### src/rtl/cpa_if.sv
// Operand/result bundle for cpa_pipe. The sub_in signal exists only when CPA_SUB_EN is defined.
interface cpa_if #(parameter int WIDTH = 32) ();
  logic [WIDTH-1:0] x_in;
  logic [WIDTH-1:0] y_in;
`ifdef CPA_SUB_EN
  logic             sub_in;
`endif
  logic             valid_in;
  logic             ready_out;
  logic [WIDTH:0]   sum;
  logic             valid_out;
  logic             ready_in;

`ifdef CPA_SUB_EN
  modport master (output x_in, y_in, sub_in, valid_in, ready_in,
                  input  ready_out, sum, valid_out);
  modport slave  (input  x_in, y_in, sub_in, valid_in, ready_in,
                  output ready_out, sum, valid_out);
`else
  modport master (output x_in, y_in, valid_in, ready_in,
                  input  ready_out, sum, valid_out);
  modport slave  (input  x_in, y_in, valid_in, ready_in,
                  output ready_out, sum, valid_out);
`endif
endinterface

### src/rtl/cpa_pipe.sv
// Pipelined carry-propagate adder: one SEG-bit carry segment resolved per register stage.
// Optional subtract mode is enabled by defining CPA_SUB_EN.
module cpa_pipe #(
  parameter int WIDTH = 32,
  parameter int SEG   = 8
) (
  input logic  clk,
  input logic  rst_n,
  cpa_if.slave bus
);
  localparam int NST = (WIDTH + SEG - 1) / SEG;

  // Handshake: an operand pair transfers on a rising edge where valid_in & ready_out;
  // a result transfers where valid_out & ready_in. The whole pipe advances together
  // when the output slot is empty or being drained, so ready_out = ready_in | ~valid_out.
  logic             adv;
  logic             accept;
  logic             c0;
  logic [WIDTH-1:0] x_eff;
  logic [WIDTH-1:0] y_eff;

  assign adv           = bus.ready_in | ~bus.valid_out;
  assign bus.ready_out = adv;
  assign accept        = bus.valid_in & adv;
  assign x_eff         = bus.x_in;

`ifdef CPA_SUB_EN
  // Two's-complement subtract: invert Y for the whole word and inject the +1 at stage 0.
  assign y_eff = bus.sub_in ? ~bus.y_in : bus.y_in;
  assign c0    = bus.sub_in;
`else
  assign y_eff = bus.y_in;
  assign c0    = 1'b0;
`endif

  for (genvar k = 0; k < NST; k++) begin : stg
    localparam int LO  = k * SEG;
    localparam int HI  = ((k + 1) * SEG < WIDTH) ? (k + 1) * SEG - 1 : WIDTH - 1;
    localparam int W   = HI - LO + 1;
    localparam int REM = WIDTH - 1 - HI;

    logic [W-1:0] ax;
    logic [W-1:0] ay;
    logic         ci;
    logic [W:0]   t;
    logic         v;
    logic         c;
    logic [HI:0]  s;

    assign t = {1'b0, ax} + {1'b0, ay} + {{W{1'b0}}, ci};

    if (k == 0) begin : g_in
      assign ax = x_eff[HI:0];
      assign ay = y_eff[HI:0];
      assign ci = c0;

      always_ff @(posedge clk or negedge rst_n) begin
        if (!rst_n) begin
          v <= 1'b0;
          c <= 1'b0;
          s <= '0;
        end else if (adv) begin
          v <= accept;
          c <= t[W];
          s <= t[W-1:0];
        end
      end
    end else begin : g_in
      // Low W bits of the skewed operands from the previous stage are this segment.
      assign ax = stg[k-1].g_fwd.xr[W-1:0];
      assign ay = stg[k-1].g_fwd.yr[W-1:0];
      assign ci = stg[k-1].c;

      always_ff @(posedge clk or negedge rst_n) begin
        if (!rst_n) begin
          v <= 1'b0;
          c <= 1'b0;
          s <= '0;
        end else if (adv) begin
          v <= stg[k-1].v;
          c <= t[W];
          s <= {t[W-1:0], stg[k-1].s};
        end
      end
    end

    if (REM > 0) begin : g_fwd
      logic [REM-1:0] xr;
      logic [REM-1:0] yr;

      if (k == 0) begin : g_src
        always_ff @(posedge clk or negedge rst_n) begin
          if (!rst_n) begin
            xr <= '0;
            yr <= '0;
          end else if (adv) begin
            xr <= x_eff[WIDTH-1:HI+1];
            yr <= y_eff[WIDTH-1:HI+1];
          end
        end
      end else begin : g_src
        always_ff @(posedge clk or negedge rst_n) begin
          if (!rst_n) begin
            xr <= '0;
            yr <= '0;
          end else if (adv) begin
            xr <= stg[k-1].g_fwd.xr[REM+W-1:W];
            yr <= stg[k-1].g_fwd.yr[REM+W-1:W];
          end
        end
      end
    end
  end

  assign bus.sum       = {stg[NST-1].c, stg[NST-1].s};
  assign bus.valid_out = stg[NST-1].v;

endmodule
### src/flat_wrapper.sv
// flat-port wrapper written by rule: the top's interface ports become plain ports
module cpa_pipe_flat 
#(
  parameter int WIDTH = 32,
  parameter int SEG   = 8
)
  (clk, rst_n, bus_x_in, bus_y_in, bus_valid_in, bus_ready_in, bus_ready_out, bus_sum, bus_valid_out);
  cpa_if #(.WIDTH(WIDTH)) bus_i ();
  input logic clk;
  input logic rst_n;
  input wire logic [$bits(bus_i.x_in)-1:0] bus_x_in;
  input wire logic [$bits(bus_i.y_in)-1:0] bus_y_in;
  input wire logic [$bits(bus_i.valid_in)-1:0] bus_valid_in;
  input wire logic [$bits(bus_i.ready_in)-1:0] bus_ready_in;
  output wire logic [$bits(bus_i.ready_out)-1:0] bus_ready_out;
  output wire logic [$bits(bus_i.sum)-1:0] bus_sum;
  output wire logic [$bits(bus_i.valid_out)-1:0] bus_valid_out;
  assign bus_i.x_in = bus_x_in;
  assign bus_i.y_in = bus_y_in;
  assign bus_i.valid_in = bus_valid_in;
  assign bus_i.ready_in = bus_ready_in;
  assign bus_ready_out = bus_i.ready_out;
  assign bus_sum = bus_i.sum;
  assign bus_valid_out = bus_i.valid_out;
  cpa_pipe #(.WIDTH(WIDTH), .SEG(SEG)) u_core (.clk(clk), .rst_n(rst_n), .bus(bus_i));
endmodule
### config.mk
export PLATFORM = sky130hd
export DESIGN_NAME = cpa_pipe_flat
export DESIGN_NICKNAME = d
export VERILOG_FILES = /design/src/rtl/cpa_if.sv /design/src/rtl/cpa_pipe.sv /design/src/flat_wrapper.sv
export SDC_FILE = /design/constraint.sdc
export NUM_CORES = 1
export LEC_CHECK = 0
export ABC_AREA = 0
export CORE_MARGIN = 2
export CORE_UTILIZATION = 45
export CTS_CLUSTER_DIAMETER = 200
export DETAILED_ROUTE_END_ITERATION = 10
export GPL_TIMING_DRIVEN = 1
export HOLD_SLACK_MARGIN = 0.06
export PLACE_DENSITY_LB_ADDON = 0.1
export SYNTH_ARGS = -nofsm -noshare
export SYNTH_HDL_FRONTEND = slang
export SYNTH_SLANG_ARGS = --single-unit
### constraint.sdc
create_clock -name clk -period 3.4 [get_ports clk]
set_input_delay 0.68 -clock clk [delete_from_list [all_inputs] [get_ports clk]]
set_output_delay 0.68 -clock clk [all_outputs]
set_load 0.01 [all_outputs]
==> results of run 1 <==
synthesized netlist by cell type (all sizes together), types with 2 or more instances:
library cell,number
nor2,3
nand2,487
o21ai,27
o31ai,6
o22a,3
o21a,5
nand3,3
fa,7
buf,43
nor3,10
a21oi,4
o31a,6
nand2b,7
nor4b,3
a21o,8
xnor2,4
o21bai,8
nor3b,23
mux2i,8
ha,29
a221oi,6
or4b,2
dfrtp,184
a211oi,19
registers in the layout, summed over array words and instances (netlist names):
| name | count |
|---|---|
| u_core.stg.s | 80 |
| u_core.stg.g_fwd.xr | 48 |
| u_core.stg.g_fwd.yr | 48 |
| u_core.stg.c | 4 |
| u_core.stg.v | 3 |
| u_core.bus.valid_out | 1 |
through the flow:
| step | hold WS (ns) | total power [W] | cells | utilization [%] |
|---|---|---|---|---|
| 6_report | 0.237 | 0.00925 | 1237 | 56.0 |
| 5_1_grt | 0.262 | 0.0100 | 1237 | 56.0 |
| 4_1_cts | 0.254 | 0.00934 | 1237 | 56.0 |
| 3_5_place_dp | 0.455 | 0.00731 | 1205 | 52.7 |
| 3_3_place_gp | 0.450 | 0.00725 | 1205 | 52.7 |
| 2_1_floorplan | 0.384 | 0.00614 | 912 | - |
power groups by stage:
stage	Clock (W)	Combinational, W	Sequential, W
after floorplan	0	0.00246	0.00367
after global placement	0	0.00352	0.00373
after detailed placement	0	0.00356	0.00375
after CTS	0.00203	0.00360	0.00372
after global routing	0.00213	0.00406	0.00384
final	0.00199	0.00355	0.00371
cells by family after synthesis:
family | after synthesis | synth area share (%)
AOI/OAI and AO/OA | 95 | 8.10
xor gates and xnor gates | 4 | 0.421
adders and majority gates | 36 | 6.04
buffers and inverters | 45 | 2.86
DFF | 184 | 55.3
muxes | 8 | 0.962
and+or+nand+nor | 540 | 26.3
worst max-delay path by stage:
| stage | slack, ns | depth (start not counted) | endpoint |
|---|---|---|---|
| after floorplan | 1.20 | 6 | u_core.stg[2].c |
| after global placement | 0.69 | 6 | u_core.stg[0].s[7] |
| after detailed placement | 0.68 | 6 | u_core.stg[0].s[7] |
| after CTS | 0.78 | 4 | bus_ready_out |
| after global routing | 0.75 | 4 | bus_ready_out |
| final | 0.81 | 4 | bus_ready_out |
worst register-to-register path: cells and delay by family, from the launching register on:
kind | cells | cell delay [ns]
and+or+nand+nor | 1 | 0.10
DFF | 1 | 0.41
adders and majority gates | 2 | 0.99
AOI/OAI and AO/OA | 3 | 0.79
metal layers:
layer  routed length (µm)  vias up  share of wire, %
met2                 6690       92                41
met1                 9020     2798                55
met4                  139        0              0.84
met5                    0        -                 0
met3                  641       10               3.9
li1                     -     3138                 -
cell type report:
class | count | area (µm²)
clock buffer | 22 | 484
tap | 229 | 287
fill | 1699 | 7930
multi-input combinational | 683 | 3480
clock inverter | 10 | 118
sequential | 184 | 4600
inverter | 1 | 6.26
timing repair buffer | 108 | 1120
==> reports/results.txt, run 1 <==
TritonCTS built the clock tree. At the pin with the least slew margin, the transition time is 0.745 ns. Summing all placed instances gives a cell area of 0.00950 mm². Across the VDD grid, the largest voltage drop is 0.443 mV. The first global-routing pass estimated 28500 µm of wire.

Leaving out fill and tap cells, the most frequent cell in the layout is sky130_fd_sc_hd__nand2_1. For this run, global-route usage on met3 was measured as 4.21%. The path class of the tightest hold or removal check is input port to asynchronous set/reset pin. The run gives 1.00 ns as the register-to-register setup slack.

The path type of the worst setup path is input port to output port. Synthesis inferred 184 register bits. The hold violation count in the final report was 0; the share of post-route cells with drive strength above 1 was 4.46%. The final wirelength was 16500 µm. The maximum fanout along the worst path came out at 2.

For the number of violations of the max-capacitance limit, the log shows 0. The run gives 36 as the number of distinct standard cells referenced by the synthesized netlist. CTS buffer count: 17. The worst setup path is launched from an input port. At the end of the flow, the number of nets in the layout was 1099. The tools report the initial antenna violation count as 0. For this run, design rule violations remaining after detail routing come to 0.

By area the synthesized netlist is led by sky130_fd_sc_hd__dfrtp_1 (55%), sky130_fd_sc_hd__nand2_1 (22%), sky130_fd_sc_hd__ha_1 (4.4%). The clock latency at the later pin of the worst-skew pair was 0.43 ns; the leakage power was 4.99 nW. Setup total negative slack on the finished layout was measured at 0 ns.

The switching part of the total was 35.9%. At the placement stage, the worst setup path has a slack of 0.677 ns. After synthesis the cells add up to 0.00832 mm².

Traced cell by cell, the critical path runs through clkdlybuf4s50_1, nor2b_4, inv_4, clkdlybuf4s50_1. The slowest stage of the critical path is the sky130_fd_sc_hd__clkdlybuf4s50_1 cell. Dominant cell type by count on the critical path: sky130_fd_sc_hd__clkdlybuf4s50_1. The worst path buffer plus inverter count was 3; the area of the die was 0.0196 mm². The wire-length estimate of the detail-placed layout is 10700 µm. The internal power of the cells was 0.00593 W. The post-synthesis net count came out at 1016. The logs give 49 for the standard-cell row count and 38.4% for the share of power burned in combinational logic. Among cell families on the critical path, the largest total delay comes from buffers and inverters.

The total setup violations reported at the end of the flow came out at 0. Counting flops with a built-in enable in the synthesized netlist gives 0. The via count of the first global-routing pass was 5743. The run gives 2 as the largest buffer count on any clock path.

Compared with the post-synthesis result, the final layout area differs by 21.3%. Library cell with the largest summed area after synthesis: sky130_fd_sc_hd__dfrtp_1. Of all flip-flops after synthesis, the portion carrying an async set or reset was 100%. At the end of routability-driven placement, the weighted congestion stood at 0.807. Summed over all nets, the switching power comes to 0.00332 W. In the final routed layout, each cell accounts on average for 13.3 µm. The share of power burned in the clock network is 21.5%, and the via density per instance is 4.88.

Of the available clock period, the critical path in the final layout requires 76.1%. The worst path needs 2.59 ns of the cycle, external delays included. Entering global routing, the biggest net connects 171 pins. The number of antenna cells inserted came out at 0. For this run, the leading register cell type out of synthesis is sky130_fd_sc_hd__dfrtp_1. Static timing analysis puts the maximum clock frequency at 386 MHz. After global routing, the most crowded layer is met1. After global routing the overflow that remains totals 0.

For this run, the slowest stage of the critical path takes 0.58 ns. The count of nets left with antenna violations after detail routing is 0. Registers are responsible for 40.1% of the overall power. The area share of the largest cell type after synthesis was 55.3%. 103 I/O pins were placed. The die is 140 µm wide. In the layout the commonest cells are sky130_fd_sc_hd__nand2_1 (487), sky130_fd_sc_hd__dfrtp_1 (184), sky130_fd_sc_hd__clkdlybuf4s50_1 (101).

The most critical setup path has its startpoint at bus_ready_in. The die is 140 µm tall. The total number of vias was 6038; the core outline area was 0.0180 mm². The number of instances resized during post-cts repair was 0. The worst clock skew on the final layout was 0.00638 ns; the setup slack after layout was 0.811 ns.

The number of violations reported at the end of detailed-routing iteration 0 was 398. The power per standard cell area is 916 mW/mm². Worst slew margin relative to its limit: 50.3%. Global routing consumed, on the met1 layer, 28.8% of the routing resources. The tree is rooted in a sky130_fd_sc_hd__clkbuf_16. CTS saw 184 sinks. The run gives 0 as the final max-slew violation count. Synthesis handed over a netlist of 912 instances. The number of setup buffers added after CTS is 0. The count of buffers added on input and output ports is 102. For the total routing resource utilization after global routing, the log shows 17.9%. The first TritonRoute pass finished after 4 iterations.

The clock edge transition at the registers on the reported setup and hold paths works out to 0.07 ns. Setup repair after global routing left no endpoint under its margin. The run gives 4 as the total number of H-tree levels.

The tools report the start of the worst register-to-register path as u_core.stg[1].g_fwd.yr[0]. In this run, post-CTS hold repair placed 0 buffers. The worst setup path is captured at an output port.

Effective utilization at floorplan: 46.2%. The tools report the routing usage on met2 as 24.1%. The logs give 1.91 ns for the arrival time at the worst endpoint and 55.3% for the share of synthesized area occupied by flip-flops and latches. The capture point of the worst reg-to-reg path is u_core.stg[2].c. For this run, the number of Yosys warnings is 0.

The mean instance size in the synthesized netlist is 9.12 µm², and the number of cell instances on the worst register-to-register path is 6. After routing the design area is 0.0101 mm². Data on the critical path is required at its endpoint by 2.72 ns. The flow ran to the end, and the final reports show no timing, DRC or antenna violations.
Power figures use the tool's default switching activity.
==> run 2, diff against run 1 <==
Clock period 3.4 ns to 2.4 ns, I/O delays scaled along.
==> run 2 against run 1 <==
  * Final cell count increased by 0.89%
  * First-iteration DRC count increased by 5.3%
  * Via count increased by 2.0%
  * Worst setup slack got worse by 0.70 ns
  * Sequential share of layout area decreased by 0.29 points
  * Critical endpoint is now u_core.stg[3].c
  * Largest cell class unchanged
  * Highest routed layer unchanged
==> reports/results.txt, run 2 (synthesis gave the netlist of run 1 again) <==
Height of the chip: 140 µm (unchanged). The run gives 2.59 ns (was 1.91 ns) as the arrival time at the worst endpoint. The run gives 0 (unchanged) as the number of violations of the max-capacitance limit. The tools report the detailed-routing iteration count for the pre-antenna-repair pass as 4 (unchanged).

TritonCTS built the clock tree. The logs give 0.0180 mm² (unchanged) for the core outline area and 0.00651 ns (was 0.00638 ns) for the worst clock skew on the final layout. After layout, the worst path uses 95.4% of the clock period. The final weighted congestion in routability-driven placement came out at 0.829 (was 0.807). The most common cell after layout, fill and taps aside is sky130_fd_sc_hd__nand2_1 (unchanged). The total number of H-tree levels is 4 (unchanged). The worst hold-check slack came out at 0.0708 ns (was 0.237 ns).

The total setup violations reported at the end of the flow was 0 (unchanged); the peak per-stage delay on the critical path was 0.49 ns (was 0.58 ns). The via count of the first global-routing pass was 5982 (was 5743). Register containing the most flip-flops in the final layout: u_core.stg.s (unchanged). For the total routing resource utilization after global routing, the log shows 18.6% (was 17.9%). Type of element launching the critical path: a flop (was an input port). Standard-cell row count: 49 (unchanged).

The start of the worst register-to-register path is u_core.stg[2].g_fwd.yr[0] (was u_core.stg[1].g_fwd.yr[0]). Crit-path cells: fa_1, fa_1, a211oi_2, nor2_1, o31a_1, o31a_1 (was clkdlybuf4s50_1, nor2b_4, inv_4, clkdlybuf4s50_1). Number of violations reported at the end of detailed-routing iteration 0: 419 (was 398).

The tools report the final max-slew violation count as 0 (unchanged). Derived from the worst setup path, the maximum achievable clock frequency is 437 MHz. The chip width came out at 140 µm (unchanged).

The estimated wirelength of the detail-placed design is 11700 µm (was 10700 µm), and the remaining routing DRC violations is 0 (unchanged). The flip-flop count of the largest register after layout was 80 (unchanged). Maximum fanout along the worst path: 3 (was 2). The number of setup buffers added after CTS came out at 0 (unchanged). The worst path buffer plus inverter count is 0 (was 3). Worst-margin pin slew: 0.597 ns (was 0.745 ns).

The power per standard cell area was 1280 mW/mm² (was 916 mW/mm²); the first-pass GRT wire length was 29700 µm (was 28500 µm). The tools report the number of antenna cells inserted as 0 (unchanged). The category of cells accounting for the largest share of critical-path delay is adder cells (was buffers and inverters). The tools report the peak supply drop as 0.652 mV (was 0.443 mV). The tools report the area of the die as 0.0196 mm² (unchanged).

Setup repair after global routing left no endpoint under its margin. The count of nets left with antenna violations after detail routing came out at 0 (unchanged). The count of input and output buffers was 102 (unchanged).

The logs give 184 (unchanged) for the number of sinks driven by the clock tree and 0 ns (unchanged) for the final sum of negative setup slack. The largest buffer count on any clock path came out at 2 (unchanged). The tools report the final wirelength as 17100 µm (was 16500 µm). The total number of vias was 6156 (was 6038). CTS buffer count: 17 (unchanged). Element type at the critical path end: a flop (was an output port). The number of placed I/O pins is 103 (unchanged).

The remaining global-route overflow is 0 (unchanged), and the net count reported at finish is 1110 (was 1099). The path type of the worst setup path was flop to flop (was input port to output port). The synthesis-to-layout area growth was 22.1% (was 21.3%).

First element of the critical path: u_core.stg[2].g_fwd.yr[0] (was bus_ready_in). The initial antenna violation count is 0 (unchanged). The worst path needs 2.29 ns of the cycle, external delays included. Wire length per cell after detailed routing: 13.7 µm (was 13.3 µm). The run finished with clean final reports. Top library cells by usage in the layout, fill and taps aside: sky130_fd_sc_hd__nand2_1 (487), sky130_fd_sc_hd__dfrtp_1 (184), sky130_fd_sc_hd__clkdlybuf4s50_1 (101) (unchanged). The effective utilization at floorplan is 46.2% (unchanged), and the share of post-route cells with drive strength above 1 is 5.69% (was 4.46%). The clock latency at the later pin of the worst-skew pair is 0.42 ns (was 0.43 ns). Leading registers by flop count: u_core.stg.s x80, u_core.stg.g_fwd.xr x48, u_core.stg.g_fwd.yr x48 (unchanged).

The via density per instance is 4.93 (was 4.88), and the worst slew margin relative to its limit is 60.2% (was 50.3%). The kind of path behind the tightest hold check is input port to asynchronous set/reset pin (unchanged). The critical path data required time is 2.70 ns (was 2.72 ns), and the clock edge transition at the registers on the reported setup and hold paths is 0.07 ns (about the same).

The hold violation count in the final report is 0 (unchanged). Library cell used as clock root buffer: sky130_fd_sc_hd__clkbuf_16 (unchanged). The run gives 56.4% (was 56.0%) as the share of the core filled with cells in the final layout. The standard cell with the maximum stage delay on the critical path is sky130_fd_sc_hd__fa_1 (was sky130_fd_sc_hd__clkdlybuf4s50_1).

The run gives 136 (was 171) as the pin count of the biggest net entering global routing. The leakage power came out at 5.02 nW (was 4.99 nW).
run 2: what timing repair did:
action,CTS,global route
endpoints found under the setup margin,0,4
gates resized for setup,0,2
hold buffers,0,0
run 2: power by group:
part	internal (W)	switching [W]	total [W]
combinational	0.00240	0.00278	0.00517
clock	0.00143	0.00116	0.00259
sequential	0.00445	0.000815	0.00527
run 2: routing by layer:
layer / track usage (%) / share of wire [%]
met5: 0 / 0
met3: 2.94 / 2.5
met1: 29.7 / 55
met2: 26.0 / 42
met4: 5.68 / 0.70
run 2: final timing paths:
| kind | to | slack [ns] | cells past startpoint |
|---|---|---|---|
| max | u_core.stg[3].c | 0.11 | 6 |
| min | u_core.stg[0].g_fwd.yr[23] | 0.07 | 1 |
| max reg2reg | u_core.stg[3].c | 0.11 | 6 |
| min reg2reg | u_core.stg[0].g_fwd.yr[11] | 0.47 | 2 |
| max in group asynchronous | u_core.stg[1].g_fwd.yr[3] | 1.67 | 2 |
| min in group clk | u_core.stg[0].g_fwd.yr[11] | 0.47 | 2 |
run 2: through the flow:
stage          setup slack, ns  std cells  power (W)  cell area [µm²]
3_5_place_dp            0.0100       1216     0.0105             9600
5_1_grt                 0.0201       1248     0.0142            10200
6_report                 0.111       1248     0.0130            10200
2_1_floorplan            0.197        912    0.00869             8320
3_3_place_gp            0.0487       1216     0.0104             9600
4_1_cts                 0.0704       1248     0.0131            10200
run 2: layout make-up:
cell class,instances,area [µm²]
well taps,229,287
inverters,1,6.26
clock inverters,10,70.1
clock buffers,22,484
fillers,1702,7860
multi-input cells,683,3480
flip-flops and latches,184,4600
repair buffers,119,1230
